**config.mk**
```make
export PLATFORM = sky130hd
export DESIGN_NAME = time_controller
export DESIGN_NICKNAME = d
export VERILOG_FILES = /design/src/rtl/time_ctrl_pkg.sv /design/src/rtl/time_controller_rise_detect.sv /design/src/rtl/time_controller.sv
export SDC_FILE = /design/constraint.sdc
export NUM_CORES = 1
export LEC_CHECK = 0
export ABC_AREA = 1
export CORE_ASPECT_RATIO = 1.4
export CORE_UTILIZATION = 34
export CTS_BUF_LIST = sky130_fd_sc_hd__clkbuf_2 sky130_fd_sc_hd__clkbuf_4 sky130_fd_sc_hd__clkbuf_8
export DETAILED_ROUTE_END_ITERATION = 16
export SETUP_SLACK_MARGIN = 0.4
export SLEW_MARGIN = 20
export SYNTH_ARGS = -nofsm -noshare
export SYNTH_HDL_FRONTEND = slang
export SYNTH_SLANG_ARGS = --single-unit
```
**constraint.sdc**
```tcl
create_clock -name CLK100MHZ -period 1.6 [get_ports CLK100MHZ]
set_input_delay 0.32 -clock CLK100MHZ [delete_from_list [all_inputs] [get_ports CLK100MHZ]]
set_output_delay 0.32 -clock CLK100MHZ [all_outputs]
set_load 0.01 [all_outputs]
```
**src/rtl/time_ctrl_pkg.sv**
```systemverilog
// Shared types and limits for the time controller: FSM state encoding,
// BCD roll-over limits and a two-digit BCD increment helper.
package time_ctrl_pkg;

  typedef enum logic {
    ST_RUN = 1'b0,
    ST_SET = 1'b1
  } state_t;

  localparam int HOURS_MAX = 23;
  localparam int MINS_MAX  = 59;
  localparam int SECS_MAX  = 59;

  // Two BCD digits, tens in the upper nibble.
  typedef struct packed {
    logic [3:0] tens;
    logic [3:0] units;
  } bcd2_t;

  // True when the BCD pair equals max_val.
  function automatic logic bcd2_at_max(input bcd2_t v, input int max_val);
    return (v.tens == 4'(max_val / 10)) && (v.units == 4'(max_val % 10));
  endfunction

  // Increment a BCD pair, wrapping max_val -> 00.
  function automatic bcd2_t bcd2_inc(input bcd2_t v, input int max_val);
    bcd2_t r;
    if (bcd2_at_max(v, max_val)) begin
      r = '0;
    end else if (v.units == 4'd9) begin
      r.tens  = v.tens + 4'd1;
      r.units = 4'd0;
    end else begin
      r.tens  = v.tens;
      r.units = v.units + 4'd1;
    end
    return r;
  endfunction

endpackage

```
**src/rtl/time_controller_rise_detect.sv**
```systemverilog
// One-bit registered rising-edge detector. The detector stays disarmed for
// the first clock after reset release, so a level already high at release
// is absorbed as "previous" and only a later fall-then-rise yields an event.
module rise_detect (
  input  logic clk,
  input  logic rst_n,
  input  logic i_level,
  output logic o_rise
);

  logic r_prev;
  logic r_armed;

  // Remember last level and arm the detector one cycle after reset.
  // NOTE: sequential state uses non-blocking assignments and the
  // asynchronous reset sits in the sensitivity list, so every flop
  // updates together and clears immediately when rst_n falls.
  always_ff @(posedge clk or negedge rst_n) begin
    if (!rst_n) begin
      r_prev  <= 1'b0;
      r_armed <= 1'b0;
    end else begin
      r_prev  <= i_level;
      r_armed <= 1'b1;
    end
  end

  assign o_rise = i_level & ~r_prev & r_armed;

endmodule

```
**src/rtl/time_controller.sv**
```systemverilog
// 24-hour BCD clock with a one-second prescaler and a RUN/SET mode FSM.
// Buttons arrive as debounced levels; each rising edge is one request.
// Any button event in a tick cycle drops that tick.
module time_controller
  import time_ctrl_pkg::*;
#(
  parameter int TICK_DIV = 100_000_000
) (
  input  logic       CLK100MHZ,
  input  logic       Reset,
  input  logic       HButton,
  input  logic       MButton,
  input  logic       SButton,
  output logic [3:0] hours1,
  output logic [3:0] hours2,
  output logic [3:0] mins1,
  output logic [3:0] mins2,
  output logic [5:0] secs,
  output logic       sec_pulse,
  output logic       set_mode
);

  localparam int             PW         = (TICK_DIV > 1) ? $clog2(TICK_DIV) : 1;
  localparam logic [PW-1:0]  PRESC_LAST = PW'(TICK_DIV - 1);

  logic          w_h_evt;
  logic          w_m_evt;
  logic          w_s_evt;
  logic          w_any_evt;
  logic          w_tick;
  logic          w_adv;
  logic          w_sec_wrap;
  logic          w_min_wrap;

  state_t        r_state;
  state_t        w_state_nxt;
  logic [PW-1:0] r_presc;
  logic [PW-1:0] w_presc_nxt;
  bcd2_t         r_hours;
  bcd2_t         w_hours_nxt;
  bcd2_t         r_mins;
  bcd2_t         w_mins_nxt;
  logic [5:0]    r_secs;
  logic [5:0]    w_secs_nxt;
  logic          r_sec_pulse;

  rise_detect u_h_rise (.clk(CLK100MHZ), .rst_n(Reset), .i_level(HButton), .o_rise(w_h_evt));
  rise_detect u_m_rise (.clk(CLK100MHZ), .rst_n(Reset), .i_level(MButton), .o_rise(w_m_evt));
  rise_detect u_s_rise (.clk(CLK100MHZ), .rst_n(Reset), .i_level(SButton), .o_rise(w_s_evt));

  assign w_any_evt  = w_h_evt | w_m_evt | w_s_evt;
  assign w_tick     = (r_presc == PRESC_LAST);
  assign w_adv      = w_tick && (r_state == ST_RUN) && !w_any_evt;
  assign w_sec_wrap = w_adv && (r_secs == 6'(SECS_MAX));
  assign w_min_wrap = w_sec_wrap && bcd2_at_max(r_mins, MINS_MAX);

  // Mode FSM next state: only a set-button event toggles RUN <-> SET.
  // NOTE: every signal written here gets a default first, so no path
  // leaves it unassigned and no latch is inferred.
  always_comb begin
    w_state_nxt = r_state;
    if (w_s_evt) begin
      w_state_nxt = (r_state == ST_RUN) ? ST_SET : ST_RUN;
    end
  end

  // Next values of prescaler and time digits.
  always_comb begin
    w_presc_nxt = r_presc + 1'b1;
    w_secs_nxt  = r_secs;
    w_mins_nxt  = r_mins;
    w_hours_nxt = r_hours;

    // Mode change, minute set, SET mode and wrap all restart the second.
    if (w_s_evt || w_m_evt || (r_state == ST_SET) || w_tick) begin
      w_presc_nxt = '0;
    end

    if (w_s_evt || w_m_evt) begin
      w_secs_nxt = '0;
    end else if (w_adv) begin
      w_secs_nxt = w_sec_wrap ? 6'd0 : r_secs + 6'd1;
    end

    // Minute button and seconds carry are mutually exclusive (an event drops the tick).
    if (w_m_evt || w_sec_wrap) begin
      w_mins_nxt = bcd2_inc(r_mins, MINS_MAX);
    end

    if (w_h_evt || w_min_wrap) begin
      w_hours_nxt = bcd2_inc(r_hours, HOURS_MAX);
    end
  end

  // State, prescaler and time registers.
  always_ff @(posedge CLK100MHZ or negedge Reset) begin
    if (!Reset) begin
      r_state     <= ST_RUN;
      r_presc     <= '0;
      r_hours     <= '0;
      r_mins      <= '0;
      r_secs      <= '0;
      r_sec_pulse <= 1'b0;
    end else begin
      r_state     <= w_state_nxt;
      r_presc     <= w_presc_nxt;
      r_hours     <= w_hours_nxt;
      r_mins      <= w_mins_nxt;
      r_secs      <= w_secs_nxt;
      r_sec_pulse <= w_adv;
    end
  end

  assign hours1    = r_hours.tens;
  assign hours2    = r_hours.units;
  assign mins1     = r_mins.tens;
  assign mins2     = r_mins.units;
  assign secs      = r_secs;
  assign sec_pulse = r_sec_pulse;
  assign set_mode  = (r_state == ST_SET);

endmodule

```
==> impl_metrics.csv <==
group,metric,value,unit
detailed_routing,vias,2988,
timing,slew_violations,0,
clock_network,cts_made_buffers,5,
finish,nets,540,
global_routing,met1_usage,0.189,
timing,skew,0.00220,ns
critical_path,endpoint,"mins1[0]",
synth,yosysTopAreaCellShare,0.443,
detailed_routing,route.detailed.drc,0,
synth,seq_area_frac_synth,0.443,
critical_path,worstPathArrival,1.94,ns
clock_network,clkLatencyLatePin,0.32,ns
global_routing,grt_pass1_wl,13000,um
detailed_routing,drt-pass1-iter-count,4,
critical_path,worstSetupStartpointType,"register",
timing,grt_setup_unrepaired,"true",
global_routing,overflow,0,
critical_path,cp_slowest_stage_delay,0.37,ns
synth,synth_cell_types,30,
global_routing,top_usage_layer,"met2",
synth,synthTopCellsByArea,"dfrtp_1 44%, nand2_1 11%, nor2_1 7.1%",
clock_network,h-tree-depth,2,
critical_path,worst_path_dominant_cell_family,"simple AND/OR/NAND/NOR gates",
synth,yosys_warnings,0,
critical_path,end_kind,"register",
placement,hpwl,5300,um
finish,drive_above_1_share,0.338,
global_routing,grtUsageMet3,0.0258,
detailed_routing,drt_wl_total,7550,um
floorplan,num_rows,40,
detailed_routing,ant_nets,0,
synth,synth_edf_count,0,
floorplan,io_pins,29,
synth,ys_ff_latch,55,
synth,synth_top_area_cell,"dfrtp_1",
critical_path,cp_cell_sequence,"ha_2 > nand2_4 > nor2_4 > nand3_2 > nor2_4 > nand2_4 > o21ai_4 > buf_6 > nand3_1 > nand2_1",
critical_path,cp.depth,10,
critical_path,crit_type,"register to register",
timing,fin_crit_sh,1.05,
global_routing,grt_max_degree,56,
clock_network,root_buffer,"clkbuf_8",
global_routing,grt_pass1_vias,3026,
pwr,p_per_area,912,nW/um2
critical_path,cp-startpoint,"r_presc[1]",
clock_network,path_clk_slew,0.10,ns
finish,fillCellCount,846,
outcome,violations,"negative setup slack",
critical_path,crit_required,1.86,ns
critical_path,worst-path-max-fanout,4,
critical_path,reg2reg_from,"r_presc[1]",
pwr,p_leak,2.24,nW
global_routing,grt_use_met2,0.316,
worst_hold_path,hold_depth,1,
floorplan,die_h,115,um
clock_network,cts_tree,"done",
placement,io_buffers,28,
synth,syn_inst,406,
pwr,irDropWorstVdd,0.000473,V
finish,area_growth,45.1,%
detailed_routing,routed_via_density,4.74,
detailed_routing,first_iter_violations,65,
timing,finalHoldViolations,0,
critical_path,slowest_stage,"dfrtp_1",
synth,syn_nets,421,
synth,async_flop_share,1.00,
global_routing,antenna_found_initial,0,
timing,fin_crit,1.68,ns
floorplan,coreArea,8710,um2
clock_network,cts_sinks,55,
timing,fin_ws,-0.0755,ns
critical_path,rrSetupSlack,-0.08,ns
floorplan,die_w,82.8,um
pwr,p_total,0.00411,W
timing,hold-worst-slack,0.483,ns
synth,synth.cell_area,3110,um2
synth,synthFlopType,"dfrtp_1",
placement,place_congestion,0.835,
synth,avgSynthCellArea,7.66,um2
floorplan,start_util,0.357,
timing,fmax,597,MHz
clock_network,cts.path.max_buffers,2,
timing,finalSetupViolCount,29,
floorplan,fp.dieArea,9530,um2
critical_path,r2r_end,"mins1[0]",
critical_path,reg2reg_depth,10,
detailed_routing,wl_per_cell,12.0,um
critical_path,crit_buf_inv,1,
global_routing,grt_use_total,0.168,
worst_hold_path,hp-class,"register to register",
flow_run,drv_cap,0,
outcome,status,"finished with violations",
finish,num_antenna_cells,0,
stage by stage:
stage	worst slack (ns)	TNS, ns	cell area (um2)	util	cells
after floorplan	0.0680	0	3190	-	406
after global placement	-0.221	-7.88	4000	0.459	593
after detailed placement	-0.237	-9.26	4000	0.459	593
after CTS	-0.0625	-0.577	4380	0.503	624
after global routing	-0.224	-6.95	4510	0.518	631
final	-0.0755	-0.798	4510	0.518	631
worst reg2reg max path: cells and delay by family, from the launching register on:
| kind | cells | cell delay (ns) |
|---|---|---|
| AND/OR/NAND/NOR | 7 | 0.68 |
| flip-flops | 1 | 0.37 |
| adder cells (fa/ha/maj) | 1 | 0.21 |
| AO/OA/AOI/OAI | 1 | 0.21 |
| buffers and inverters | 1 | 0.14 |
synthesized netlist by cell type, types with 10 or more instances:
cell type and number:
nand4_1 10, ha_1 10, a21oi_1 14, nor2_1 59, inv_1 49, o21ai_0 14
nor3_1 14, xor2_1 13, nand2_1 92, nand3_1 35, dfrtp_1 55
final cells by class:
type                    count  area (um2)  area share
inverters                  55         211      0.0469
clock inverters             3        43.8     0.00971
multi-input cells         290        1650       0.367
flip-flops and latches     55        1380       0.305
clock buffers               5        68.8      0.0153
well taps                 105         131      0.0291
repair buffers            118        1020       0.227
worst min path at each step:
| stage | from | endpoint |
|---|---|---|
| 2_1_floorplan | Reset | hours1[0] |
| 3_3_place_gp | Reset | r_presc[12] |
| 3_5_place_dp | Reset | r_presc[12] |
| 4_1_cts | MButton | u_m_rise.r_prev |
| 5_1_grt | HButton | u_h_rise.r_prev |
| 6_report | r_presc[23] | r_presc[23] |
cells by family after synthesis:
| logic type | synth area share |
|---|---|
| simple gates | 0.333 |
| other cells | 0.00121 |
| compound gates | 0.0576 |
| flops | 0.443 |
| fa+ha+maj | 0.0403 |
| buf+inv | 0.0805 |
| xor+xnor | 0.0451 |
layout by cell type, fill, tap and decap left out, drive strengths merged:
master / instances
a21oi: 14
buf: 114
bufinv: 1
clkbuf: 5
clkdlybuf4s50: 3
clkinv: 3
conb: 1
dfrtp: 55
dlygate4sd3: 1
ha: 10
inv: 54
nand2: 95
nand3: 35
nand4: 10
nor2: 67
nor3: 17
nor3b: 2
nor4: 2
o21a: 1
o21ai: 18
or2: 2
xnor2: 3
xor2: 13
metal layers:
layer  wire length, um  vias up
met4               117        0
met1              3160     1437
li1                  -     1522
met2              4140       22
met5                 0        -
met3               137        7
sequential cells by signal, indices dropped and copies added, names as in the netlist:
register	cells
r_presc	27
mins2	4
mins1	4
hours1	4
u_s_rise.r_prev	1
sec_pulse	1
u_s_rise.r_armed	1
hours2	4
set_mode	1
u_m_rise.r_prev	1
u_h_rise.r_prev	1
secs	6
report_power, final:
group	total (W)	internal (W)	switching (W)
clock network	0.000955	0.000467	0.000488
registers	0.00163	0.00153	0.0000975
logic	0.00153	0.000781	0.000746
timing repair:
| item | CTS | global route |
|---|---|---|
| gates cloned | 0 | 0 |
| buffers inserted | 22 | 7 |
| gates resized for setup | 143 | 21 |
| hold buffers | 1 | 0 |
| endpoints found under the setup margin | 74 | 73 |
| pin swaps | 6 | 10 |
| endpoints found under the hold margin | 55 | 0 |
Power figures use the tool's default switching activity.
